**src/rtl/mult16_pkg.sv**
```systemverilog
// mult16 shared definitions.
// State encoding, operand width and loop bound.
package mult16_pkg;

  localparam int WIDTH = 16;

  typedef enum logic [1:0] {
    S_IDLE = 2'd0,
    S_RUN  = 2'd1,
    S_DONE = 2'd2
  } state_t;

  localparam logic [3:0] CNT_LAST = 4'd15;

endpackage

```
**src/rtl/mult16_if.sv**
```systemverilog
// mult16 start/busy/done handshake bundle.
// Master issues operands, slave returns product.
interface mult16_if
  import mult16_pkg::*;
();

  logic               start;
  logic [WIDTH-1:0]   a;
  logic [WIDTH-1:0]   b;
  logic               busy;
  logic               done;
  logic [2*WIDTH-1:0] p;

  modport master (
    output start, a, b,
    input  busy, done, p
  );

  modport slave (
    input  start, a, b,
    output busy, done, p
  );

endinterface

```
**src/rtl/add16c.sv**
```systemverilog
// 16-bit ripple adder with carry-out.
// Result is 17 bits, zero-extended operands.
module add16c (
  input  logic [15:0] i_a,
  input  logic [15:0] i_b,
  output logic [16:0] o_sum
);

  logic [16:0] w_c;
  logic [15:0] w_s;

  assign w_c[0] = 1'b0;

  for (genvar i = 0; i < 16; i++) begin : g_bit
    fa1 u_fa (
      .i_a  (i_a[i]),
      .i_b  (i_b[i]),
      .i_ci (w_c[i]),
      .o_s  (w_s[i]),
      .o_co (w_c[i+1])
    );
  end

  // carry-out forms the top sum bit
  assign o_sum = {w_c[16], w_s};

endmodule

```
**src/rtl/and16.sv**
```systemverilog
// 16-bit bitwise AND stage.
// Used to gate the multiplicand into a partial product.
module and16 (
  input  logic [15:0] i_a,
  input  logic [15:0] i_b,
  output logic [15:0] o_y
);

  // bitwise gating
  assign o_y = i_a & i_b;

endmodule

```
**src/rtl/fa1.sv**
```systemverilog
// Single-bit full-adder cell.
// Building block of the ripple adder.
module fa1 (
  input  logic i_a,
  input  logic i_b,
  input  logic i_ci,
  output logic o_s,
  output logic o_co
);

  // sum and carry
  assign o_s  = i_a ^ i_b ^ i_ci;
  assign o_co = (i_a & i_b) | (i_ci & (i_a ^ i_b));

endmodule

```
**src/rtl/mult16.sv**
```systemverilog
// Sequential 16x16 unsigned shift-and-add multiplier.
// One partial product per cycle, 17 cycles per result.
module mult16
  import mult16_pkg::*;
#(
  parameter int WIDTH = 16
) (
  input  logic     clk,
  input  logic     rst_n,
  mult16_if.slave  bus
);

  if (WIDTH != mult16_pkg::WIDTH) begin : g_bad_width
    $error("mult16: WIDTH must be 16 to match and16");
  end

  state_t      r_state;
  logic [15:0] r_mcand;
  logic [16:0] r_hi;
  logic [15:0] r_lo;
  logic [3:0]  r_cnt;
  logic [31:0] r_p;

  logic [15:0] w_pp;
  logic [16:0] w_sum;
  logic [32:0] w_shift;
  logic        w_unused;

  and16 u_and (
    .i_a (r_mcand),
    .i_b ({16{r_lo[0]}}),
    .o_y (w_pp)
  );

  add16c u_add (
    .i_a   (r_hi[15:0]),
    .i_b   (w_pp),
    .o_sum (w_sum)
  );

  // {sum, lo} shifted right by one
  assign w_shift = {1'b0, w_sum, r_lo[15:1]};

  // hi[16] only ever holds the shifted-in zero
  assign w_unused = r_hi[16];

  // FSM, counter, shift register and result capture
  always_ff @(posedge clk or negedge rst_n) begin
    if (!rst_n) begin
      r_state <= S_IDLE;
      r_mcand <= '0;
      r_hi    <= '0;
      r_lo    <= '0;
      r_cnt   <= '0;
      r_p     <= '0;
    end else begin
      unique case (r_state)
        S_IDLE, S_DONE: begin
          if (bus.start) begin
            r_mcand <= bus.a;
            r_lo    <= bus.b;
            r_hi    <= '0;
            r_cnt   <= '0;
            r_state <= S_RUN;
          end else begin
            r_state <= S_IDLE;
          end
        end
        S_RUN: begin
          r_hi  <= w_shift[32:16];
          r_lo  <= w_shift[15:0];
          r_cnt <= r_cnt + 4'd1;
          if (r_cnt == CNT_LAST) begin
            r_p     <= w_shift[31:0];
            r_state <= S_DONE;
          end
        end
        default: r_state <= S_IDLE;
      endcase
    end
  end

  assign bus.busy = (r_state == S_RUN);
  assign bus.done = (r_state == S_DONE);
  assign bus.p    = r_p;

endmodule
```
**src/flat_wrapper.sv**
```systemverilog
// flat-port wrapper written by rule: the top's interface ports become plain ports
module mult16_flat import mult16_pkg::*;
#(
  parameter int WIDTH = 16
)
  (clk, rst_n, bus_start, bus_a, bus_b, bus_busy, bus_done, bus_p);
  mult16_if bus_i ();
  input  logic clk;
  input  logic rst_n;
  input wire logic [$bits(bus_i.start)-1:0] bus_start;
  input wire logic [$bits(bus_i.a)-1:0] bus_a;
  input wire logic [$bits(bus_i.b)-1:0] bus_b;
  output wire logic [$bits(bus_i.busy)-1:0] bus_busy;
  output wire logic [$bits(bus_i.done)-1:0] bus_done;
  output wire logic [$bits(bus_i.p)-1:0] bus_p;
  assign bus_i.start = bus_start;
  assign bus_i.a = bus_a;
  assign bus_i.b = bus_b;
  assign bus_busy = bus_i.busy;
  assign bus_done = bus_i.done;
  assign bus_p = bus_i.p;
  mult16 #(.WIDTH(WIDTH)) u_core (.clk(clk), .rst_n(rst_n), .bus(bus_i));
endmodule
```
**config.mk**
```make
export PLATFORM = sky130hd
export DESIGN_NAME = mult16_flat
export DESIGN_NICKNAME = d
export VERILOG_FILES = /design/src/rtl/mult16_pkg.sv /design/src/rtl/mult16_if.sv /design/src/rtl/add16c.sv /design/src/rtl/and16.sv /design/src/rtl/fa1.sv /design/src/rtl/mult16.sv /design/src/flat_wrapper.sv
export SDC_FILE = /design/constraint.sdc
export NUM_CORES = 1
export LEC_CHECK = 0
export CAP_MARGIN = 20
export CORE_UTILIZATION = 41
export DETAILED_ROUTE_END_ITERATION = 7
export PLACE_DENSITY = 0.65
export SYNTH_ARGS = -nofsm -noshare
export SYNTH_HDL_FRONTEND = slang
export SYNTH_SLANG_ARGS = --single-unit
```
**constraint.sdc**
```tcl
create_clock -name clk -period 14.1 [get_ports clk]
set_clock_uncertainty 0.05 [all_clocks]
set_input_delay 2.82 -clock clk [delete_from_list [all_inputs] [get_ports clk]]
set_output_delay 2.82 -clock clk [all_outputs]
set_load 0.02 [all_outputs]
```
### Word level (Yosys, flattened, before mapping)

Cells that the tools add are included.

| cells by class | value |
|---|---|
| eq/ne operators | 5 |
| muxes and demuxes | 9 |
| reductions and logical operators | 6 |
| add/sub/neg operators | 1 |
| bitwise gates (word level) | 78 |

Operators by type and width:

| kind | count |
|---|---|
| 16-bit one-hot mux with 2 select lines | 2 |
| 16-bit two-way mux | 2 |
| 1-bit bitwise AND | 31 |
| 1-bit bitwise XOR | 31 |
| 16-bit bitwise AND | 1 |
| 1-bit bitwise OR | 15 |
| 4-bit one-hot mux with 2 select lines | 1 |
| 2-bit AND reduction | 3 |
| 4-bit by 1-bit adder with 4-bit output (second input constant) | 1 |
| 4-bit == test (second input constant) | 1 |
| 4-bit two-way mux | 1 |
| 2-bit one-hot mux with 2 select lines | 1 |
| 2-bit by 1-bit == test with 1-bit output (second input constant) | 1 |
| 2-bit == test (second input constant) | 1 |
| 2-bit zero test | 1 |
| 2-bit two-way mux | 1 |
| 2-bit by 1-bit != test with 1-bit output (second input constant) | 1 |
| 2-bit != test (second input constant) | 1 |
| 2-bit nonzero test | 1 |
| 2-bit OR reduction | 1 |
| 1-bit two-way mux | 1 |

| word-level totals | value |
|---|---|
| register bits after elaboration | 86 |
| word-level logic and storage cells | 105 |
| input port bits | 35 |
| output and inout port bits | 34 |

### Depth between registers and ports, before layout

| logic depth | value |
|---|---|
| depth in word-level cells | 33 |
| mapped depth | 20 |
| mapped depth without buffers | 19 |

### Cells and area by module

Synthesis repeated with hierarchy kept, for this count alone.

| unflattened totals | value |
|---|---|
| cell total of the unflattened synthesis | 247 |
| area total of the unflattened synthesis | 3,757.4 um^2 |

By module, submodules not included:

| module | area each (um^2) | seq. area each (um^2) | cells an instance | times used |
|---|---|---|---|---|
| mult16 | 3,325.7 | 2,152.1 | 213 | 1 |
| fa1 | 20.0 | 0.0 | 1 | 16 |
| and16 | 100.1 | 0.0 | 16 | 1 |
| add16c | 11.3 | 0.0 | 2 | 1 |

### Worst setup path after synthesis

Ideal clock, no wire load.

| timing | value |
|---|---|
| path type | reg2reg |
| start | register u_core.r_lo[0] |
| end | register u_core.r_p[30] (netlist: u_core.bus.p[30]) |
| cell stages (with the launch flop) | 20 |
| data required time | 13.921 ns |
| setup slack | 6.523 ns |
| data arrival time | 7.398 ns |
| path buffers | 2 |
| library setup time | 0.129 ns |
| period minus slack after synthesis | 7.577 ns |
| cells stage by stage | dfrtp_1 > clkbuf_1 > clkbuf_1 > nand2_1 > fa_1 > fa_1 > fa_1 > fa_1 > fa_1 > fa_1 > fa_1 > fa_1 > fa_1 > fa_1 > fa_1 > fa_1 > fa_1 > fa_1 > fa_1 > o21ai_0 |

| between the ends | value |
|---|---|
| longest elaborated chain between the ends | 31 |
| elaborated cells on any way between the ends | 60 |
| classes of those cells | bitwise: 60 |

Ends and longest elaborated chain:

| element | line | source |
|---|---|---|
| from (decl) | mult16.sv:20 | `logic [15:0] r_lo;` |
| from (signal assigned) | mult16.sv:61 | `r_lo <= bus.b;` |
| from (signal assigned) | mult16.sv:71 | `r_lo <= w_shift[15:0];` |
| 16-bit bitwise AND (*) | and16.sv:10 | `assign o_y = i_a & i_b;` |
| 1-bit bitwise AND / 1-bit bitwise XOR (equally long branches) | fa1.sv:13 | `assign o_co = (i_a & i_b) \| (i_ci & (i_a ^ i_b));` |
| 1-bit bitwise AND | fa1.sv:13 |  |
| 1-bit bitwise OR | fa1.sv:13 |  |
| 1-bit bitwise AND | fa1.sv:13 |  |
| 1-bit bitwise OR | fa1.sv:13 |  |
| 1-bit bitwise AND | fa1.sv:13 |  |
| 1-bit bitwise OR | fa1.sv:13 |  |
| [... 15 more ...] | -- |  |
| 1-bit bitwise OR | fa1.sv:13 |  |
| 1-bit bitwise AND | fa1.sv:13 |  |
| 1-bit bitwise OR | fa1.sv:13 |  |
| 1-bit bitwise AND | fa1.sv:13 |  |
| 1-bit bitwise OR | fa1.sv:13 |  |
| 1-bit bitwise AND | fa1.sv:13 |  |
| 1-bit bitwise OR | fa1.sv:13 |  |
| 1-bit bitwise XOR (*) | fa1.sv:12 | `assign o_s = i_a ^ i_b ^ i_ci;` |
| to (signal assigned) | mult16.sv:74 | `r_p <= w_shift[31:0];` |
| to (decl) | mult16.sv:22 | `logic [31:0] r_p;` |

Mark *: on every way between the ends. The rest lies on a longest branch, timed or not.
A chain may end at the register's enable or synchronous reset.

### Worst setup path in the final report

Ends and elaborated chain as after synthesis.

==> impl_metrics.py <==
metrics = {
    "grt": {
        "grt_pass1_vias": 2501,
        "grtUsageTotal": 0.168,
        "grt_first_pass_wirelength_microns": 12400,
        "overflow": 0,
        "grt_antenna_before_repair": 0,
        "grt_max_degree": 54,
    },
    "yosys": {
        "synth.distinct_cells": 23,
        "syn_nets": 336,
        "synthTopCellsByArea": "dfrtp_1 (57%), mux2_2 (9.3%), fa_1 (8.0%)",
        "syn_area_sq_um": 3760,
        "yosys_register_bits": 86,
        "yosysSeqAreaShare": 0.572,
        "yosysTopAreaCellShare": 0.572,
        "syn_inst": 284,
        "synth_top_area_cell": "dfrtp_1",
        "syn_avg_cell_area_sq_um": 13.2,
        "yosys_warnings": 0,
    },
    "clock_network": {
        "clk_pin_slew_ps": 80,
        "clkSinkCount": 86,
        "cts-resized-gates": 0,
        "cts_tree": "built",
        "cts_buffer_depth": 2,
        "htree_levels": 3,
        "post_cts_buffers": 0,
        "clk_latency_ps": 360,
        "hold_buffers": 0,
        "cts_buffers": 9,
        "root_buffer": "clkbuf_8",
    },
    "sta": {
        "report.final.slew_viol_count": 0,
        "worstMarginPinSlew_ps": 662,
        "hold_viol_final": 0,
        "rsz0062_at_grt": "false",
        "finalCritPeriodShare": 0.561,
        "setup_viol": 0,
        "fin_tns_setup_ps": 0,
        "period_needed_ps": 7910,
        "max_slew_margin": 0.559,
        "max_freq_mhz": 126,
        "fin_hold_ws_ps": 443,
    },
    "finish": {
        "nets": 402,
        "syn2layout_area_growth_pct": 25.1,
        "antenna_cells": 0,
        "utilization": 0.534,
        "final_cell_mix": "dfrtp_1 (86), clkdlybuf4s50_1 (67), o21ai_0 (32)",
        "final_common_cell": "dfrtp_1",
        "drive_gt1_frac": 0.170,
    },
    "route": {
        "wl_per_cell_microns": 15.8,
        "drc_errors": 10,
        "drt_iter0_drc": 90,
        "routed_wl_microns": 7300,
        "vias_per_cell": 5.12,
        "firstDrtPassIters": 6,
        "num_vias": 2361,
        "drtAntennaViolNets": 0,
    },
    "placed_design": {
        "portBuffers": 68,
        "gp_congestion": 0.771,
        "hpwlAfterDp_microns": 4830,
    },
    "outcome": {
        "violations": "DRC",
        "status": "finished with violations",
    },
    "worst_setup_path": {
        "cp_data_required_time_ps": 14290,
        "start_kind": "flop",
        "cp_data_arrival_time_ps": 8090,
        "cp-end-kind": "flop",
        "critPathMaxFanout": 17,
        "path_class": "flop to flop",
    },
    "power_and_ir_drop": {
        "p_per_area_nw_per_um2": 235,
        "vdd_drop_max_mv": 0.0917,
        "p_leak_nw": 2.08,
    },
    "die": {
        "fp.dieW_microns": 97.8,
        "start_util": 0.427,
        "ios": 69,
        "core_area_sq_um": 8810,
        "num_rows": 34,
        "die_h_microns": 97.8,
        "die_area_sq_um": 9560,
    },
    "job": {
        "drv_cap": 0,
    },
    "worst_hold_path": {
        "hp-class": "flop to flop",
    },
}
flip-flops by register name, summed over array words and instances, names as in the netlist:
signal	flops
u_core.r_hi	16
u_core.r_state	2
u_core.r_cnt	4
u_core.r_lo	16
u_core.r_mcand	16
u_core.bus.p	32
critical path, stage by stage, from the launching register on:
cell	delay, ps
dfrtp_1	700
and2_1	230
ha_1	150
inv_1	50
fa_1	410
fa_1	420
fa_1	420
fa_1	430
fa_1	430
fa_1	430
fa_1	440
fa_1	440
fa_1	430
fa_1	420
fa_1	420
fa_1	420
fa_1	430
fa_1	430
fa_1	530
o21ai_0	80
Yosys cell counts:
cell type  count
dfrtp_1       86
nand4_1        1
or2_1          1
and2_1         1
nand2b_1       1
nor2b_1        2
mux2i_1        1
buf_6          3
nor2_1         2
mux2_4         4
nand2_1       16
a22o_1        17
buf_2          6
mux2_2        31
o21ai_0       32
o2bb2ai_1     16
clkbuf_1      10
inv_1         18
a21o_1        17
clkinv_2       1
ha_1           2
nand3_2        1
fa_1          15
worst paths after layout:
| check | start | end | cells past startpoint | slack, ps |
|---|---|---|---|---|
| setup / recovery | u_core.r_lo[0] | u_core.bus.p[30] | 19 | 6190 |
| hold / removal | u_core.r_hi[6] | u_core.r_hi[6] | 1 | 440 |
| setup reg to reg | u_core.r_lo[0] | u_core.bus.p[30] | 19 | 6190 |
| hold reg to reg | u_core.r_hi[6] | u_core.r_hi[6] | 1 | 440 |
| max in group asynchronous | rst_n | u_core.r_hi[15] | 2 | 10620 |
| min in group asynchronous | rst_n | u_core.bus.p[5] | 1 | 2350 |
area by class of cell:
type	instances	area, sq um
Timing Repair Buffer	74	723
Multi-Input combinational cell	160	1450
Inverter	19	72.6
Fill cell	781	4100
Clock buffer	9	124
Tap cell	108	135
Clock inverter	5	52.6
Sequential cell	86	2150
per-stage QoR:
stage          instance area (sq um)  total power, W  std cells  setup WS (ps)
4_1_cts                         4710         0.00112        461           6140
2_1_floorplan                   3760        0.000773        284           6520
6_report                        4710         0.00111        461           6190
3_5_place_dp                    4530        0.000956        447           6210
3_3_place_gp                    4530        0.000942        447           6270
5_1_grt                         4710         0.00120        461           5820
power by group:
part           switching, W  total, W  leakage [nW]  internal, W
registers         0.0000784  0.000446          1.07     0.000368
clock network     0.0000851  0.000164        0.0907    0.0000790
logic              0.000241  0.000495         0.914     0.000254
per-layer routing:
| layer | vias to the layer above | routed length, microns | track usage |
|---|---|---|---|
| met2 | 42 | 3480 | 0.264 |
| met3 | 9 | 178 | 0.0222 |
| li1 | 1111 | - | - |
| met1 | 1199 | 3490 | 0.230 |
| met5 | - | 0 | 0 |
| met4 | 0 | 142 | 0.0909 |
logic make-up (layout without fill, tap and decap cells):
| kind of cell | count (synthesis) | count (layout) | share of synthesized area |
|---|---|---|---|
| simple gates | 25 | 25 | 0.0306 |
| fa+ha+maj | 17 | 17 | 0.0865 |
| compound gates | 82 | 82 | 0.153 |
| buf+inv | 38 | 107 | 0.0462 |
| mux | 36 | 36 | 0.111 |
| flops | 86 | 86 | 0.572 |
Power figures use the tool's default switching activity.
